$ cat src/rtl/cnt_pkg.sv
// ============================================================================
//  Module   : cnt_pkg
//  Brief    : Shared types and helpers for the cnt_if counter block.
//  Revision : 1.0 - initial release
// ============================================================================
`default_nettype none

package cnt_pkg;

    localparam int CNT_WIDTH_DEFAULT = 4;

    // Operation chosen for the coming clock edge, in priority order
    // LOAD > UP/DN > HOLD.
    typedef enum logic [1:0] {
        CNT_HOLD = 2'd0,
        CNT_LOAD = 2'd1,
        CNT_UP   = 2'd2,
        CNT_DN   = 2'd3
    } cnt_op_e;

    // Resolve the control inputs into a single operation. Load wins over
    // enable regardless of direction.
    function automatic cnt_op_e decode_op(input logic load_en,
                                          input logic en,
                                          input logic down);
        cnt_op_e op;
        if (load_en)
            op = CNT_LOAD;
        else if (en && !down)
            op = CNT_UP;
        else if (en && down)
            op = CNT_DN;
        else
            op = CNT_HOLD;
        return op;
    endfunction

endpackage : cnt_pkg

`default_nettype wire

$ cat src/rtl/cnt_wrap_det.sv
// ============================================================================
//  Module   : cnt_wrap_det
//  Brief    : Registered wrap-around pulse detector. Flags the cycle after an
//             increment from all ones to zero (wrap_up) or a decrement from
//             zero to all ones (wrap_dn).
//  Revision : 1.0 - initial release
// ============================================================================
`default_nettype none

module cnt_wrap_det
    import cnt_pkg::*;
#(
    parameter int WIDTH = CNT_WIDTH_DEFAULT
) (
    input  logic             clk,
    input  logic             rst,
    input  logic [WIDTH-1:0] count,
    input  cnt_op_e          op,
    output logic             wrap_up,
    output logic             wrap_dn
);

    // Pre-edge view of the counter: the wrap is decided from the value that is
    // about to be stepped, so the pulse lines up with the new count.
    logic at_max;
    logic at_zero;

    assign at_max  = &count;
    assign at_zero = (count == '0);

    // Pulses last exactly one cycle; load and hold always clear them, and the
    // two cannot coexist because op selects a single direction.
    always_ff @(posedge clk or posedge rst) begin
        if (rst) begin
            wrap_up <= 1'b0;
            wrap_dn <= 1'b0;
        end else begin
            wrap_up <= (op == CNT_UP) && at_max;
            wrap_dn <= (op == CNT_DN) && at_zero;
        end
    end

endmodule : cnt_wrap_det

`default_nettype wire

$ cat src/rtl/cnt_if_ctr.sv
// ============================================================================
//  Module   : cnt_if_ctr
//  Brief    : Parameterised up/down counter with parallel load, all-ones
//             rollover flag and registered wrap pulses.
//  Revision : 1.0 - initial release
// ============================================================================
`default_nettype none

module cnt_if_ctr
    import cnt_pkg::*;
#(
    parameter int WIDTH = CNT_WIDTH_DEFAULT
) (
    input  logic             clk,
    input  logic             rst,
    input  logic             en,
    input  logic             load_en,
    input  logic [WIDTH-1:0] load,
    input  logic             down,
    output logic [WIDTH-1:0] count,
    output logic             rollover,
    output logic             wrap_up,
    output logic             wrap_dn
);

    localparam logic [WIDTH-1:0] C_ONE = WIDTH'(1);

    cnt_op_e op;

    assign op = decode_op(load_en, en, down);

    // Counter register: steps modulo 2^WIDTH via natural overflow of the
    // fixed-width add/subtract.
    always_ff @(posedge clk or posedge rst) begin
        if (rst) begin
            count <= '0;
        end else begin
            case (op)
                CNT_LOAD: count <= load;
                CNT_UP:   count <= count + C_ONE;
                CNT_DN:   count <= count - C_ONE;
                default:  count <= count;
            endcase
        end
    end

    // Terminal indicator is purely a function of the stored count.
    assign rollover = &count;

    cnt_wrap_det #(
        .WIDTH (WIDTH)
    ) u_wrap_det (
        .clk     (clk),
        .rst     (rst),
        .count   (count),
        .op      (op),
        .wrap_up (wrap_up),
        .wrap_dn (wrap_dn)
    );

endmodule : cnt_if_ctr

`default_nettype wire

$ cat config.mk
export PLATFORM = sky130hd
export DESIGN_NAME = cnt_if_ctr
export DESIGN_NICKNAME = d
export VERILOG_FILES = /design/src/rtl/cnt_pkg.sv /design/src/rtl/cnt_wrap_det.sv /design/src/rtl/cnt_if_ctr.sv
export SDC_FILE = /design/constraint.sdc
export NUM_CORES = 1
export LEC_CHECK = 0
export CAP_MARGIN = 5
export CORE_AREA = 5 5 42 44
export DETAILED_ROUTE_END_ITERATION = 8
export DIE_AREA = 0 0 47 49
export PLACE_DENSITY = 0.64
export SKIP_LAST_GASP = 1
export SYNTH_ARGS = -nofsm -noshare
export SYNTH_HDL_FRONTEND = slang
export SYNTH_SLANG_ARGS = --single-unit
$ cat constraint.sdc
create_clock -name clk -period 2.15 [get_ports clk]
set_input_delay 0.43 -clock clk [delete_from_list [all_inputs] [get_ports clk]]
set_output_delay 0.43 -clock clk [all_outputs]
set_load 0.03 [all_outputs]
After elaboration in Yosys (flattened, before gate mapping):

Index checks and enable logic that the tools add are counted.
Widths: inputs -> output; s select.

* output and inout port bits: 7
* input port bits: 9
* word-level logic and storage cells: 20
* register bits: 6

* add/subtract/negate cells: 2
* multiplexer cells: 4
* equal/unequal tests: 3
* reductions and logical operators: 8

Operator list (count)
* $pmux 4 s3: 1
* $mux 2: 3
* $add 4x1->4 const B: 1
* $eq 2x2->1 const B: 2
* $logic_and 1x1->1: 4
* $logic_not 4->1: 1
* $reduce_and 4->1: 1
* $sub 4x1->4 const B: 1
* $reduce_bool 3->1: 1
* $eq 2x1->1 const B: 1
* $logic_not 1->1: 1

Logic depth before layout (Yosys ltp):

Gate-level depths: netlist of the first run.

* depth in word-level cells: 6
* depth in mapped cells: 8
* mapped depth without buffers: 7

Modules after synthesis:

A second synthesis of the first run with hierarchy kept.

* cells, all modules: 41
* area total of the unflattened synthesis: 370.4 sq um

Modules (own cells, without submodules)
* cnt_if_ctr: cells each 34, instances 1, area an instance 290.3 sq um, sequential area each 100.1 sq um
* cnt_wrap_det: cells each 7, instances 1, area an instance 80.1 sq um, sequential area each 50.0 sq um

Worst setup path before layout of the first run:

No wires, ideal clock.

* path type: input-to-reg
* start: input port load_en
* end: register count[2]
* library setup time: 0.125 ns
* data arrival time: 1.800 ns
* data required time: 2.025 ns
* setup slack: 0.226 ns
* cell stages on the path: 8
* buffers on the path: 1
* cell sequence: clkbuf_1 -> nand3b_1 -> xnor2_1 -> ha_1 -> nor3b_1 -> o21ai_0 -> xnor2_1 -> mux2_2

* cells in the longest elaborated chain, start to end: 3
* elaborated cells between the ends (all ways): 6
* those cells by class: eq/ne: 3; mux: 2; reduce/logical: 1

RTL lines
* from (decl): RTL line cnt_if_ctr.sv:17 `input logic load_en,`
* $mux 2 (*): RTL line cnt_pkg.sv:27 `if (load_en)`
* $eq 2x2->1 or $eq 2x1->1 (tied branches): RTL line cnt_if_ctr.sv:38 `case (op)`
* $pmux 4 s3 or $reduce_bool 3->1 (tied branches)
* to (signal assigned): RTL line cnt_if_ctr.sv:39 `CNT_LOAD: count <= load;`
* to (signal assigned): RTL line cnt_if_ctr.sv:40 `CNT_UP: count <= count + C_ONE;`
* to (signal assigned): RTL line cnt_if_ctr.sv:41 `CNT_DN: count <= count - C_ONE;`
* to (decl): RTL line cnt_if_ctr.sv:20 `output logic [WIDTH-1:0] count,`

Mark *: on every way between the ends. The rest lies on a longest branch, timed or not.
A chain may end at the register's enable or synchronous reset.

Worst setup path after layout of the first run:

* start: register count[2]
* end: output port rollover

* cells in the longest elaborated chain, start to end: 1

RTL lines
* $reduce_and 4->1: RTL line cnt_if_ctr.sv:48 `assign rollover = &count;`
* to (decl): RTL line cnt_if_ctr.sv:21 `output logic rollover,`

No other way between the ends.

==> impl_results.md, run 1 <==
* Max Cap Viol at 0
* H-tree levels at 1
* Crit Path Max Fanout at 5
* Peak supply drop at 0.161 mV
* Clock Tree Root: clkbuf_4
* Routability Congestion at 0.657
* Fin crit period at 2.04 ns
* Core ar. at roughly 0.0014 sq mm
* Max frequency at approximately 500 MHz
* CP Capture Type: output port
* Top cell type's share of synthesized area at roughly 41%
* GR peak layer: met2
* Outcome: complete, no violations
* Final antenna-violating net count at 0
* Least-Margin Pin Slew at roughly 0.31 ns
* IO buf count at 15
* Power share of the combinational group at a little under 40%
* Net Switching at 0.125 mW
* FP Rows at 14
* Number of global-route vias before repair at 380
* Top post-synthesis cells by area: dfrtp_1, xnor2_1, o21ai_0
* Final hold violations at 0
* Clock Pin Slew Worst Setup and Hold Paths at ~0.040 ns
* Initial Util at a little over a quarter
* # Post-CTS Setup Buffers at 0
* Setup CP Type: flop to output port
* # setup viols final at 0
* 1st-iter DRT viols at 1
* P_int at around 0.27 mW
* Syn Nets at 50
* Clock tree sinks at 6
* Global routing met3 resource utilization at about 3.3%
* GRT Overall Usage at between 9 and 10%
* Clk pwr share at between 20% and 30%
* Hold buffers post-CTS at 0
* Slew Viols, Final at 0
* Synth Warn # at 0
* Via-to-Cell Ratio at between 4 and 5
* Synth unique cells at 23
* Nets at 74
* Ports at 16
* Die Height at 49 um
* Synth Instances at 40
* Die ar. at approximately 0.0023 sq mm
* First-pass GRT wire length at 1460 um
* Number of diodes at 0
* DIE WIDTH at 47 um
* Largest net degree at the start of global routing at 13
* Post-Place Worst Slack at -0.0526 ns
* Clock skew at roughly 0.0013 ns
* Sequential area share after synthesis at roughly two fifths
* Mapped Avg Cell Area at between 9 and 10 sq um
* Routed len/inst at about 11 um
* Seq pwr share at a little over a third
* CTS tree: yes
* Post-placement cell count at between 70 and 80
* Maximum clock path buffer count at 2
* Initial DRT Pass Iterations at 2
* Unrepaired setup endpoints after global routing: false
* Total CTS buffers at 3
* Worst setup margin at 0.114 ns
* Switching share of power at about a third
* Worst path arrival time at 1.61 ns
* Met1 Track Usage GR at under 10%
* Drt total wl at ~870 um
* Synthesized area at 367 sq um
* Area delta synth->final at 62.8%
* Residual DRC at 0
* Final worst-path cycle share at between 90 and 100%
* Lkg Pwr at ~0.27 nW
* Post-CTS sizing at 0
* Initial antenna violation count at 0
* Grt met2 use at between 10 and 15%
* Synthesis-stage register bit count at 6
* Fraction of layout cells with a size suffix above 1 at approximately 18%
* WP data required at approximately 1.7 ns
* Slew margin rel. at between 70 and 80%
* Worst-Skew Late Latency at about 0.24 ns
* Via count at approximately 380
* Dominant cell type by area after synthesis: dfrtp_1
* Setup crit start kind: flop
* Pwr dens at about 660 mW/mm^2
* Overflow left after global routing at 0
* Reg2Reg Setup Slack at just over 0.5 ns
* Cell Count, Final, Fillers Out at 78
* Hold Path Class: input port to asynchronous set/reset pin
-- cells in the mapped netlist (all sizes together) --
| cell | instances |
|---|---|
| nand2 | 4 |
| inv | 2 |
| o31ai | 1 |
| nor3b | 1 |
| nand3b | 1 |
| clkbuf | 2 |
| dfrtp | 6 |
| or4 | 1 |
| nor4 | 1 |
| ha | 1 |
| nor2 | 4 |
| nand3 | 1 |
| o311a | 1 |
| and3b | 1 |
| o21ai | 3 |
| nor2b | 1 |
| or3 | 1 |
| mux2i | 1 |
| nor4bb | 1 |
| a21oi | 1 |
| xnor2 | 3 |
| o21bai | 1 |
| mux2 | 1 |
-- critical path: stages, from the launching register on --
cell,delay [ns]
dfrtp_1,0.41
nand3_1,0.14
nor2_1,0.13
clkdlybuf4s50_1,0.68
-- worst paths after layout --
path | startpoint | endpoint | cells past startpoint
hold reg to reg | count[3] | u_wrap_det.wrap_dn | 2
min in group clk | count[3] | u_wrap_det.wrap_dn | 2
hold / removal | rst | u_wrap_det.wrap_up | 2
setup reg to reg | count[1] | count[2] | 7
setup / recovery | count[2] | rollover | 3
max in group asynchronous | rst | u_wrap_det.wrap_dn | 2
-- final cells by class --
type | instances | area, sq um
clock buffer | 3 | 22.5
inverter | 2 | 7.51
tap | 16 | 20.0
sequential | 6 | 150
fill | 148 | 805
timing repair buffer | 21 | 195
multi-input combinational | 30 | 201
-- state kept, by name (all words and copies together) (netlist names) --
register	cells
u_wrap_det.wrap_up	1
u_wrap_det.wrap_dn	1
count	4
-- cell usage in the layout (no fill, tap or decap), drive strengths merged --
cell and instances:
nand2 4, buf 6, inv 2, dfrtp 6, or3 1, o21ai 3
o21bai 1, a21oi 1, o31ai 1, nor2 4, nor4 1, mux2i 1
nand3b 1, o311a 1, nor2b 1, nand3 1, mux2 1, ha 1
nor4bb 1, and3b 1, nor3b 1, clkdlybuf4s50 15, xnor2 3, or4 1
clkbuf 3
-- power by group through the flow --
stage / logic [mW] / clock network (mW) / registers, mW
global route: 0.168 / 0.109 / 0.141
finish: 0.153 / 0.101 / 0.138
floorplan: 0.0542 / 0 / 0.169
global placement: 0.153 / 0 / 0.140
CTS: 0.155 / 0.106 / 0.138
detailed placement: 0.154 / 0 / 0.139
-- cells by family after synthesis --
family | Yosys count | share of synthesized area, %
and+or+nand+nor | 17 | 26.3
DFF | 6 | 41.0
adders and majority gates | 1 | 3.41
muxes | 2 | 5.80
buffers and inverters | 4 | 4.10
xor gates and xnor gates | 3 | 7.17
AOI/OAI and AO/OA | 7 | 12.3
-- layer usage --
layer,wire [um],vias to the layer above,share of wire [%]
li1,-,189,-
met1,364,172,42
met2,419,13,48
met3,68,4,7.8
met4,19,0,2.2
met5,0,-,0
-- per-stage QoR --
stage | hold slack [ns] | cell area, sq um | TNS [ns] | total power [mW] | util, %
6_report | 0.394 | 597 | 0 | 0.392 | 42.6
3_3_place_gp | 0.581 | 574 | -0.0742 | 0.292 | 41.0
3_5_place_dp | 0.587 | 574 | -0.0905 | 0.294 | 41.0
4_1_cts | 0.400 | 597 | 0 | 0.398 | 42.6
5_1_grt | 0.436 | 597 | 0 | 0.418 | 42.6
2_1_floorplan | 0.221 | 367 | 0 | 0.223 | -
(Power assumes the default switching activity.)
==> run 2, diff against run 1 <==
Settings changed: CTS_CLUSTER_DIAMETER set to 100, SLEW_MARGIN set to 5.
==> results of run 2 <==
Final layout, timing and power as in run 1 (identical DEF).
